===== config.mk =====
export PLATFORM = sky130hd
export DESIGN_NAME = uart_rx
export DESIGN_NICKNAME = d
export VERILOG_FILES = /design/src/rtl/uart_rx.sv
export SDC_FILE = /design/constraint.sdc
export NUM_CORES = 1
export LEC_CHECK = 0
export ABC_AREA = 1
export BUFFER_PORTS_ARGS = -buffer_cell sky130_fd_sc_hd__buf_4
export CORE_UTILIZATION = 55
export CTS_BUF_LIST = sky130_fd_sc_hd__clkbuf_4
export DETAILED_ROUTE_END_ITERATION = 10
export GPL_ROUTABILITY_DRIVEN = 0
export PLACE_DENSITY = 0.86
export SLEW_MARGIN = 5
export SYNTH_ARGS = -nofsm -noshare
export SYNTH_HDL_FRONTEND = slang
export SYNTH_SLANG_ARGS = --single-unit

===== constraint.sdc =====
create_clock -name i_Clock -period 1.5 [get_ports i_Clock]
set_input_delay 0.075 -clock i_Clock [delete_from_list [all_inputs] [get_ports i_Clock]]
set_output_delay 0.075 -clock i_Clock [all_outputs]
set_load 0.02 [all_outputs]

===== src/rtl/uart_rx.sv =====
// uart_rx: 8-N-1 UART receiver with mid-bit sampling, LSB-first assembly and one-cycle strobes.
// Optional even-parity bit enabled by defining UART_RX_PARITY_EN.
`default_nettype none

module uart_rx #(
  parameter int CLKS_PER_BIT = 217
) (
  input  logic       i_Clock,
  input  logic       i_Rst_L,
  input  logic       i_RX_Serial,
  output logic       o_RX_DV,
  output logic [7:0] o_RX_Byte,
  output logic       o_RX_Active,
  output logic       o_RX_Frame_Err,
  output logic       o_RX_Parity_Err
);

  localparam int                 c_CNT_W = $clog2(CLKS_PER_BIT);
  localparam logic [c_CNT_W-1:0] c_HALF  = c_CNT_W'((CLKS_PER_BIT - 1) / 2);
  localparam logic [c_CNT_W-1:0] c_LAST  = c_CNT_W'(CLKS_PER_BIT - 1);

  localparam logic [2:0] c_IDLE    = 3'd0;
  localparam logic [2:0] c_START   = 3'd1;
  localparam logic [2:0] c_DATA    = 3'd2;
  localparam logic [2:0] c_PARITY  = 3'd3;
  localparam logic [2:0] c_STOP    = 3'd4;
  localparam logic [2:0] c_CLEANUP = 3'd5;

  logic               r_rx_meta;
  logic               r_rx_s;
  logic [2:0]         r_state;
  logic [2:0]         w_next_state;
  logic [c_CNT_W-1:0] r_cnt;
  logic [2:0]         r_idx;
  logic [7:0]         r_shift;
  logic               r_dv;
  logic [7:0]         r_byte;
  logic               r_active;
  logic               r_fe;

  logic w_at_half;
  logic w_at_last;
  logic w_cnt_en;
  logic w_cnt_clr;
  logic w_shift_we;
  logic w_start_ok;
  logic w_stop_sample;
  logic w_par_err;
  logic w_dv_set;
  logic w_fe_set;
  logic w_byte_load;

  assign w_at_half = (r_cnt == c_HALF);
  assign w_at_last = (r_cnt == c_LAST);

  // Two-flop synchronizer; idle-high reset keeps the FSM from seeing a false start bit
  always_ff @(posedge i_Clock or negedge i_Rst_L) begin
    if (!i_Rst_L) begin
      r_rx_meta <= 1'b1;
      r_rx_s    <= 1'b1;
    end else begin
      r_rx_meta <= i_RX_Serial;
      r_rx_s    <= r_rx_meta;
    end
  end

  always_ff @(posedge i_Clock or negedge i_Rst_L) begin
    if (!i_Rst_L) begin
      r_state <= c_IDLE;
    end else begin
      r_state <= w_next_state;
    end
  end

  always_comb begin
    w_next_state = r_state;
    case (r_state)
      c_IDLE: begin
        if (!r_rx_s) w_next_state = c_START;
      end
      c_START: begin
        if (w_at_half) w_next_state = r_rx_s ? c_IDLE : c_DATA;
      end
      c_DATA: begin
        if (w_at_last && (r_idx == 3'd7)) begin
`ifdef UART_RX_PARITY_EN
          w_next_state = c_PARITY;
`else
          w_next_state = c_STOP;
`endif
        end
      end
`ifdef UART_RX_PARITY_EN
      c_PARITY: begin
        if (w_at_last) w_next_state = c_STOP;
      end
`endif
      c_STOP: begin
        if (w_at_last) w_next_state = r_rx_s ? c_IDLE : c_CLEANUP;
      end
      c_CLEANUP: begin
        if (r_rx_s) w_next_state = c_IDLE;
      end
      default: w_next_state = c_IDLE;
    endcase
  end

  always_comb begin
    w_cnt_en      = 1'b0;
    w_cnt_clr     = 1'b0;
    w_shift_we    = 1'b0;
    w_start_ok    = 1'b0;
    w_stop_sample = 1'b0;
    case (r_state)
      c_START: begin
        w_cnt_en   = 1'b1;
        w_cnt_clr  = w_at_half;
        w_start_ok = w_at_half && !r_rx_s;
      end
      c_DATA: begin
        w_cnt_en   = 1'b1;
        w_cnt_clr  = w_at_last;
        w_shift_we = w_at_last;
      end
      c_PARITY: begin
        w_cnt_en  = 1'b1;
        w_cnt_clr = w_at_last;
      end
      c_STOP: begin
        w_cnt_en      = 1'b1;
        w_cnt_clr     = w_at_last;
        w_stop_sample = w_at_last;
      end
      default: begin
        w_cnt_en = 1'b0;
      end
    endcase
  end

  // A low stop bit is reported as a frame error even when parity also failed
  assign w_fe_set    = w_stop_sample && !r_rx_s;
  assign w_byte_load = w_stop_sample && r_rx_s;
  assign w_dv_set    = w_byte_load && !w_par_err;

  always_ff @(posedge i_Clock or negedge i_Rst_L) begin
    if (!i_Rst_L) begin
      r_cnt   <= '0;
      r_idx   <= 3'd0;
      r_shift <= 8'h00;
    end else begin
      if (w_cnt_en && !w_cnt_clr) r_cnt <= r_cnt + 1'b1;
      else                        r_cnt <= '0;
      if (r_state == c_IDLE) begin
        r_idx <= 3'd0;
      end else if (w_shift_we) begin
        r_shift[r_idx] <= r_rx_s;
        r_idx          <= r_idx + 3'd1;
      end
    end
  end

  always_ff @(posedge i_Clock or negedge i_Rst_L) begin
    if (!i_Rst_L) begin
      r_dv     <= 1'b0;
      r_byte   <= 8'h00;
      r_active <= 1'b0;
      r_fe     <= 1'b0;
    end else begin
      r_dv <= w_dv_set;
      r_fe <= w_fe_set;
      if (w_byte_load) r_byte <= r_shift;
      if (w_next_state == c_IDLE) r_active <= 1'b0;
      else if (w_start_ok)        r_active <= 1'b1;
    end
  end

`ifdef UART_RX_PARITY_EN
  logic r_par_err;
  logic r_pe;
  logic w_par_we;
  logic w_pe_set;

  assign w_par_we  = (r_state == c_PARITY) && w_at_last;
  assign w_par_err = r_par_err;
  assign w_pe_set  = w_byte_load && r_par_err;

  // Even parity: data bits XOR parity bit must be zero
  always_ff @(posedge i_Clock or negedge i_Rst_L) begin
    if (!i_Rst_L) begin
      r_par_err <= 1'b0;
      r_pe      <= 1'b0;
    end else begin
      if (r_state == c_IDLE) r_par_err <= 1'b0;
      else if (w_par_we)     r_par_err <= (^r_shift) ^ r_rx_s;
      r_pe <= w_pe_set;
    end
  end

  assign o_RX_Parity_Err = r_pe;
`else
  assign w_par_err       = 1'b0;
  assign o_RX_Parity_Err = 1'b0;
`endif

  assign o_RX_DV        = r_dv;
  assign o_RX_Byte      = r_byte;
  assign o_RX_Active    = r_active;
  assign o_RX_Frame_Err = r_fe;

endmodule

`default_nettype wire


[After elaboration in Yosys (flattened, before gate mapping)]
Index checks and enable logic that the tools add are counted.
Word-level totals
  register bits: 35
  input port bits: 3
  word-level logic and storage cells: 59
Cells by class
  add/subtract/negate cells: 2
  $lt $le $gt $ge: 2
  equal/unequal tests: 8
  muxes and demuxes: 21
  bitwise operators: 1
  reduce and logical (&&, ||, !) cells: 15
Operators with widths (count)
  $mux 3: 8
  $pmux 3 s5: 1
  $eq 3x3->1 const B: 3
  $add 8x1->8 const B: 1
  $bwmux 8: 1
  $eq 8x7->1 const B: 1
  $eq 8x8->1 const B: 1
  $mux 8: 1
  $mux 1: 7
  $eq 3x2->1 const B: 2
  $logic_and 1x1->1: 6
  $logic_not 3->1: 2
  $lt 3x4->1 const B: 1
  $reduce_bool 2->1: 2
  $reduce_or 4->1: 1
  $add 3x1->3 const B: 1
  $demux 1 s3: 1
  $eq 3x1->1 const B: 1
  $ge 3x1->1 const B: 1
  $reduce_or 3->1: 1
  $logic_not 1->1: 2
  $mux 2: 1
  $pmux 1 s2: 1
  $reduce_and 2->1: 1
  $not 1->1: 1

[Logic depth before layout (Yosys ltp)]
Gate-level depths: netlist of run 1.
  word-level depth: 6
  depth in mapped cells: 12
  gate-level depth less buffers: 11

[Least setup slack after synthesis of run 1]
OpenSTA, ideal clock, no wires.
  kind: register to register
  start point: register r_cnt[0]
  end point: register r_shift[1]
  data arrival time: 1314 ps
  slack: 62 ps
  cell stages (with the launch flop): 13
  buffers on the path: 1
  clock period less this slack: 1438 ps
  cells stage by stage: dfrtp_1 > inv_1 > ha_1 > nand2_1 > inv_1 > nand2_2 > nor2_8 > nand2_4 > inv_2 > buf_6 > nand3_1 > nand2_1 > o21ai_1
On the way
  word-level cells in the longest chain between the ends: 3
Ends and longest elaborated chain
  start, declared: line 33  | logic [c_CNT_W-1:0] r_cnt;
  start signal, assigned: line 151  | if (w_cnt_en && !w_cnt_clr) r_cnt <= r_cnt + 1'b1;
  $eq 8x8->1: line 54  | assign w_at_last = (r_cnt == c_LAST);
  $mux 1: line 114  | case (r_state)
  $reduce_and 2->1 (no line)
  end signal, assigned by index: line 156  | r_shift[r_idx] <= r_rx_s;
  end, declared: line 35  | logic [7:0] r_shift;
No other way between the ends.
A chain may end at the register's enable or synchronous reset.

[Final worst setup path of run 1]
  start point: register r_cnt[1]
  end point: register r_shift[4]
The elaborated chain is that of the path after synthesis.

==> qor.yml, run 1 <==
timing:
  slew_viol_final: 0
  rsz0062_at_grt: "true"
  final.min_clock_period_ns: 1.52
  layout_setup_ws_ns: -0.0204
  setup_viol: 3
  report.final.hold_viol_count: 0
  skew_ns: 0.0156
  max_freq_mhz: 658
  period_share_pct: 101
global_route:
  grt_use_total_pct: 21.1
  antenna_found_initial: 0
  grt_pass1_vias: 1161
  grt-ovfl-total: 0
  grt_first_pass_wirelength_um: 5060
  grt_max_degree: 36
critical_path:
  endpoint_kind: "register"
  crit_type: "reg -> reg"
  crit_arrival_ns: 1.78
  cp.required_ns: 1.76
  startpoint_type: "register"
  critPathMaxFanout: 6
detailed_routing:
  finalWirelength_um: 3380
  viasPerCell: 5.33
  postRouteAntennaNets: 0
  drc: 6
  vias: 1370
  dr.pass1.iters: 7
  drt_iter0_drc: 49
  routedWlPerCell_um: 13.2
logic_synthesis:
  syn_area_sq_mm: 0.00166
  ys_types: 28
  syn-num-nets: 204
  synth_edf_count: 0
  ys_ff_latch: 35
  ys_async_sr_fraction_pct: 100
  synth.avg_cell_area_sq_um: 8.41
  yosysWarnings: 0
  yosysSeqAreaShare_pct: 53.0
  synth_ff_type: "dfrtp_1"
  syn_inst: 197
placed_design:
  dpl.hpwl_um: 1970
  postPlaceCellArea_sq_mm: 0.00178
  dp.cells: 240
  dpl_worst_slack_ns: -0.0433
  io_buffers: 13
layout:
  n_antenna_cell: 0
  stdcell_count: 257
  design_area_sq_mm: 0.00204
  layout.nets: 232
  nFillCells: 204
  area_growth_pct: 23.2
  layout-drive-gt1-share_pct: 31.4
  fin_util_pct: 72.7
floorplan:
  fp-row-count: 19
  fp.dieArea_sq_mm: 0.00324
  coreArea_sq_mm: 0.00281
  start_util_pct: 59.1
  fp.dieW_um: 56.9
  ios: 15
  die_h_um: 56.9
clocking:
  htreeDepth: 2
  clock-sinks: 35
  clockBufferDepth: 2
  path_clk_slew_ns: 0.12
  clock_latency_ns: 0.36
  numCtsBuffers: 5
  cts_tree: "yes"
  cts_root_buffer: "clkbuf_4"
run:
  drv_cap: 0
power:
  ir_worst_vdd_v: 0.000698
  p_per_area_mw_per_mm2: 736
  power_mw: 1.50
  leakage_nw: 1.10
run_status:
  failed_checks: "design-rule violations, negative setup slack"
  status: "finished with violations"
hold_path:
  hp-class: "in -> async"
-- cell families after synthesis --
kind of cell | count (synthesis) | synth area share [%]
AOI/OAI and AO/OA | 15 | 4.53
adders and majority gates | 4 | 3.02
buffers and inverters | 27 | 6.87
DFF | 35 | 53.0
other | 1 | 0.226
and+or+nand+nor | 115 | 32.3
-- state kept, by name, indices dropped and copies added, names as in the netlist --
| name | cells |
|---|---|
| o_RX_Byte | 8 |
| r_cnt | 8 |
| r_shift | 8 |
| r_idx | 3 |
| r_state | 3 |
| o_RX_Active | 1 |
| o_RX_DV | 1 |
| o_RX_Frame_Err | 1 |
| r_rx_meta | 1 |
| r_rx_s | 1 |
-- cell usage in the layout (no fill, tap or decap), types with 2 or more instances in the layout --
cell | netlist | routed
a21oi_1 | 3 | 3
buf_4 | 1 | 19
buf_6 | 1 | 2
clkbuf_4 | 0 | 5
clkinvlp_4 | 0 | 2
dfrtp_1 | 33 | 33
dfstp_2 | 2 | 2
dlygate4sd3_1 | 0 | 2
ha_1 | 4 | 2
inv_1 | 18 | 16
inv_2 | 5 | 5
inv_4 | 0 | 2
nand2_1 | 65 | 59
nand2_2 | 3 | 9
nand3_1 | 10 | 3
nand3_2 | 2 | 6
nand3_4 | 0 | 3
nand4_1 | 3 | 3
nor2_1 | 19 | 17
nor2_2 | 2 | 4
nor3_1 | 4 | 3
o21ai_1 | 10 | 9
o21ai_2 | 0 | 2
-- path summary, 6_finish.rpt --
| kind | startpoint | to | slack, ns | cells after the start |
|---|---|---|---|---|
| hold / removal | i_Rst_L | o_RX_Byte[7] | 0.19 | 2 |
| min in group i_Clock | r_rx_meta | r_rx_s | 0.36 | 0 |
| setup / recovery | r_cnt[1] | r_shift[4] | -0.02 | 11 |
| setup reg to reg | r_cnt[1] | r_shift[4] | -0.02 | 11 |
| hold reg to reg | r_rx_meta | r_rx_s | 0.36 | 0 |
| max in group asynchronous | i_Rst_L | r_rx_meta | 0.99 | 2 |
-- routing by layer --
layer  vias up  global-route usage [%]  routed length [um]
li1        671                       -                   -
met1       647                    30.7                1510
met2        41                    28.1                1610
met3        11                    7.37                 165
met4         0                    9.41                  93
met5         -                       0                   0
-- final cells by class --
cell class | instances | area (sq um) | area share [%]
clock buffer | 5 | 37.5 | 1.84
clock inverter | 3 | 20.0 | 0.981
timing repair inverter | 1 | 6.26 | 0.307
tap | 31 | 38.8 | 1.90
inverter | 24 | 105 | 5.15
timing repair buffer | 23 | 185 | 9.07
multi-input combinational | 135 | 769 | 37.7
sequential | 35 | 878 | 43.0
-- power by group --
group,switching (mW),internal [mW],leakage [nW],total [mW]
registers,0.00258,0.948,0.467,0.951
logic,0.0257,0.00872,0.605,0.0344
clock network,0.339,0.179,0.0272,0.517
total,0.367,1.14,1.10,1.50
-- critical path, stage by stage, from the launching register on --
cell and delay, ns:
dfrtp_1 0.42, inv_2 0.08, ha_4 0.13, nand2_1 0.05, inv_1 0.07, nand2_2 0.08
nor2_8 0.16, nand2_4 0.11, inv_4 0.10, nand3_2 0.08, nand2_1 0.11, o21ai_2 0.05
-- stage by stage --
| step | hold slack (ns) | setup TNS (ns) |
|---|---|---|
| after floorplan | -0.221 | 0 |
| after global placement | 0.0448 | -0.00275 |
| after detailed placement | 0.0436 | -0.400 |
| after CTS | 0.204 | -0.00140 |
| after global routing | 0.210 | -2.31 |
| final | 0.188 | -0.0476 |
-- Yosys cell counts (3+ instances only) --
master,instances,share of area (%)
nor2_1,19,4.3
a21oi_1,3,0.91
nand2_2,3,1.1
ha_1,4,3.0
nand3_1,10,3.0
dfrtp_1,33,50
inv_2,5,1.1
inv_1,18,4.1
nand4_1,3,1.1
o21ai_1,10,3.0
nor3_1,4,1.2
nand2_1,65,15
-- repair_timing --
action                     CTS  global route
resized for setup            2            35
pin swaps                    2             8
setup endpoints to repair   16            31
hold endpoints to repair    36             0
cloned                       0             1
buffers inserted             5             1
hold buffers                 2             0
No activity file was read; power rests on OpenSTA's default activity.
==> inputs of run 2 (changes only) <==
--- a/config.mk
+++ b/config.mk
@@ -7,11 +7,13 @@
 export LEC_CHECK = 0
 export ABC_AREA = 1
 export BUFFER_PORTS_ARGS = -buffer_cell sky130_fd_sc_hd__buf_4
-export CORE_UTILIZATION = 55
+export CELL_PAD_IN_SITES_DETAIL_PLACEMENT = 1
+export CELL_PAD_IN_SITES_GLOBAL_PLACEMENT = 1
+export CORE_UTILIZATION = 41
 export CTS_BUF_LIST = sky130_fd_sc_hd__clkbuf_4
 export DETAILED_ROUTE_END_ITERATION = 10
 export GPL_ROUTABILITY_DRIVEN = 0
-export PLACE_DENSITY = 0.86
+export PLACE_DENSITY = 0.85
 export SLEW_MARGIN = 5
 export SYNTH_ARGS = -nofsm -noshare
 export SYNTH_HDL_FRONTEND = slang
==> run 2 against run 1 <==
Against the previous run: the run ends with negative setup slack left; worst setup slack got worse by 0.045 ns; worst hold slack improved by 0.0011 ns; global-route usage is 0.77 points lower; critical endpoint is now r_shift[5].
==> qor.yml, run 2 (synthesis gave the netlist of run 1 again) <==
run:
  drv_cap: 0
placed_design:
  io_buffers: 13
  dpl.hpwl_um: 2470
  dpl_worst_slack_ns: -0.0791
  postPlaceCellArea_sq_mm: 0.00181
  dp.cells: 258
hold_path:
  hp-class: "in -> async"
clocking:
  cts_root_buffer: "clkbuf_4"
  htreeDepth: 2
  clock_latency_ns: 0.35
  clockBufferDepth: 2
  clock-sinks: 35
  cts_tree: "yes"
  numCtsBuffers: 5
  path_clk_slew_ns: 0.12
detailed_routing:
  vias: 1356
  finalWirelength_um: 3890
  drt_iter0_drc: 59
  viasPerCell: 4.91
  postRouteAntennaNets: 0
  dr.pass1.iters: 4
  routedWlPerCell_um: 14.1
  drc: 0
critical_path:
  cp.required_ns: 1.75
  critPathMaxFanout: 8
  endpoint_kind: "register"
  crit_type: "reg -> reg"
  crit_arrival_ns: 1.82
  startpoint_type: "register"
timing:
  rsz0062_at_grt: "true"
  layout_setup_ws_ns: -0.0650
  slew_viol_final: 0
  fin_hold_ws_ns: 0.189
  period_share_pct: 104
  report.final.hold_viol_count: 0
  skew_ns: 0.0136
  setup_viol: 20
  tns_ns: -0.512
  final.min_clock_period_ns: 1.57
  max_freq_mhz: 639
global_route:
  grt_max_degree: 36
  grt_pass1_vias: 1337
  grt-ovfl-total: 0
  grt_use_total_pct: 20.3
  grt_first_pass_wirelength_um: 6410
  antenna_found_initial: 0
layout:
  layout.nets: 234
  area_growth_pct: 21.4
  design_area_sq_mm: 0.00201
  fin_util_pct: 53.3
  n_antenna_cell: 0
  final_cell_mix: "nand2_1, dfrtp_1, buf_4, nor2_1, inv_1"
  stdcell_count: 276
  layout-drive-gt1-share_pct: 25.9
  layout_commonest_cell: "nand2_1"
power:
  ir_worst_vdd_v: 0.000415
  p_per_area_mw_per_mm2: 747
  power_mw: 1.50
  leakage_nw: 1.10
floorplan:
  start_util_pct: 43.9
  fp-row-count: 22
  ios: 15
  die_h_um: 65.6
  coreArea_sq_mm: 0.00377
  fp.dieArea_sq_mm: 0.00430
  fp.dieW_um: 65.6
run_status:
  status: "finished with violations"
  failed_checks: "negative setup slack"
==> run 2: cell count changes in the layout (fill, tap and decap cells not counted), sizes merged <==
cell | previous run | this run
nand4 | 4 | 5
clkinv | 2 | 3
==> run 2: worst paths after layout <==
check                          start         end  slack [ns]  depth (start not counted)
min in group i_Clock       r_rx_meta      r_rx_s        0.36                          0
hold reg to reg            r_rx_meta      r_rx_s        0.36                          0
setup reg to reg            r_cnt[0]  r_shift[5]       -0.07                         11
setup / recovery            r_cnt[0]  r_shift[5]       -0.07                         11
hold / removal               i_Rst_L    r_cnt[2]        0.19                          2
max in group asynchronous    i_Rst_L      r_rx_s        0.95                          2
==> run 2: worst max-delay path: stages, from the launching register on <==
cell and delay, ns:
dfrtp_1 0.42, inv_1 0.07, ha_1 0.16, nand2_1 0.06
inv_1 0.07, nand2_2 0.08, nor2_8 0.18, nand2_4 0.10
inv_6 0.08, nand3_1 0.10, nand2_1 0.09, o21ai_1 0.06
==> run 2: what timing repair did <==
item / CTS / global route
setup endpoints to repair: 21 / 30
cloned: 2 / 1
endpoints found under the hold margin: 36 / 0
resized for setup: 10 / 7
buffers inserted: 1 / 4
hold buffers: 2 / 0
pin swaps: 1 / 2
==> run 2: report_power, final <==
part / switching (mW) / internal [mW]
clock: 0.336 / 0.179
sequential: 0.00426 / 0.948
combinational: 0.0257 / 0.00868
==> run 2: area by class of cell <==
class	count	area [sq um]
clock buffer	5	37.5
clock inverter	3	20.0
inverter	24	103
timing repair inverter	2	11.3
multi-input combinational	136	723
timing repair buffer	23	178
tap	48	60.1
fill	454	1760
sequential	35	878
==> run 2: metal layers <==
metal,GRT usage [%],vias to the layer above,wire [um]
li1,-,677,-
met1,27.8,659,1840
met2,31.2,16,1890
met3,5.73,4,121
met4,5.71,0,42
met5,0,-,0
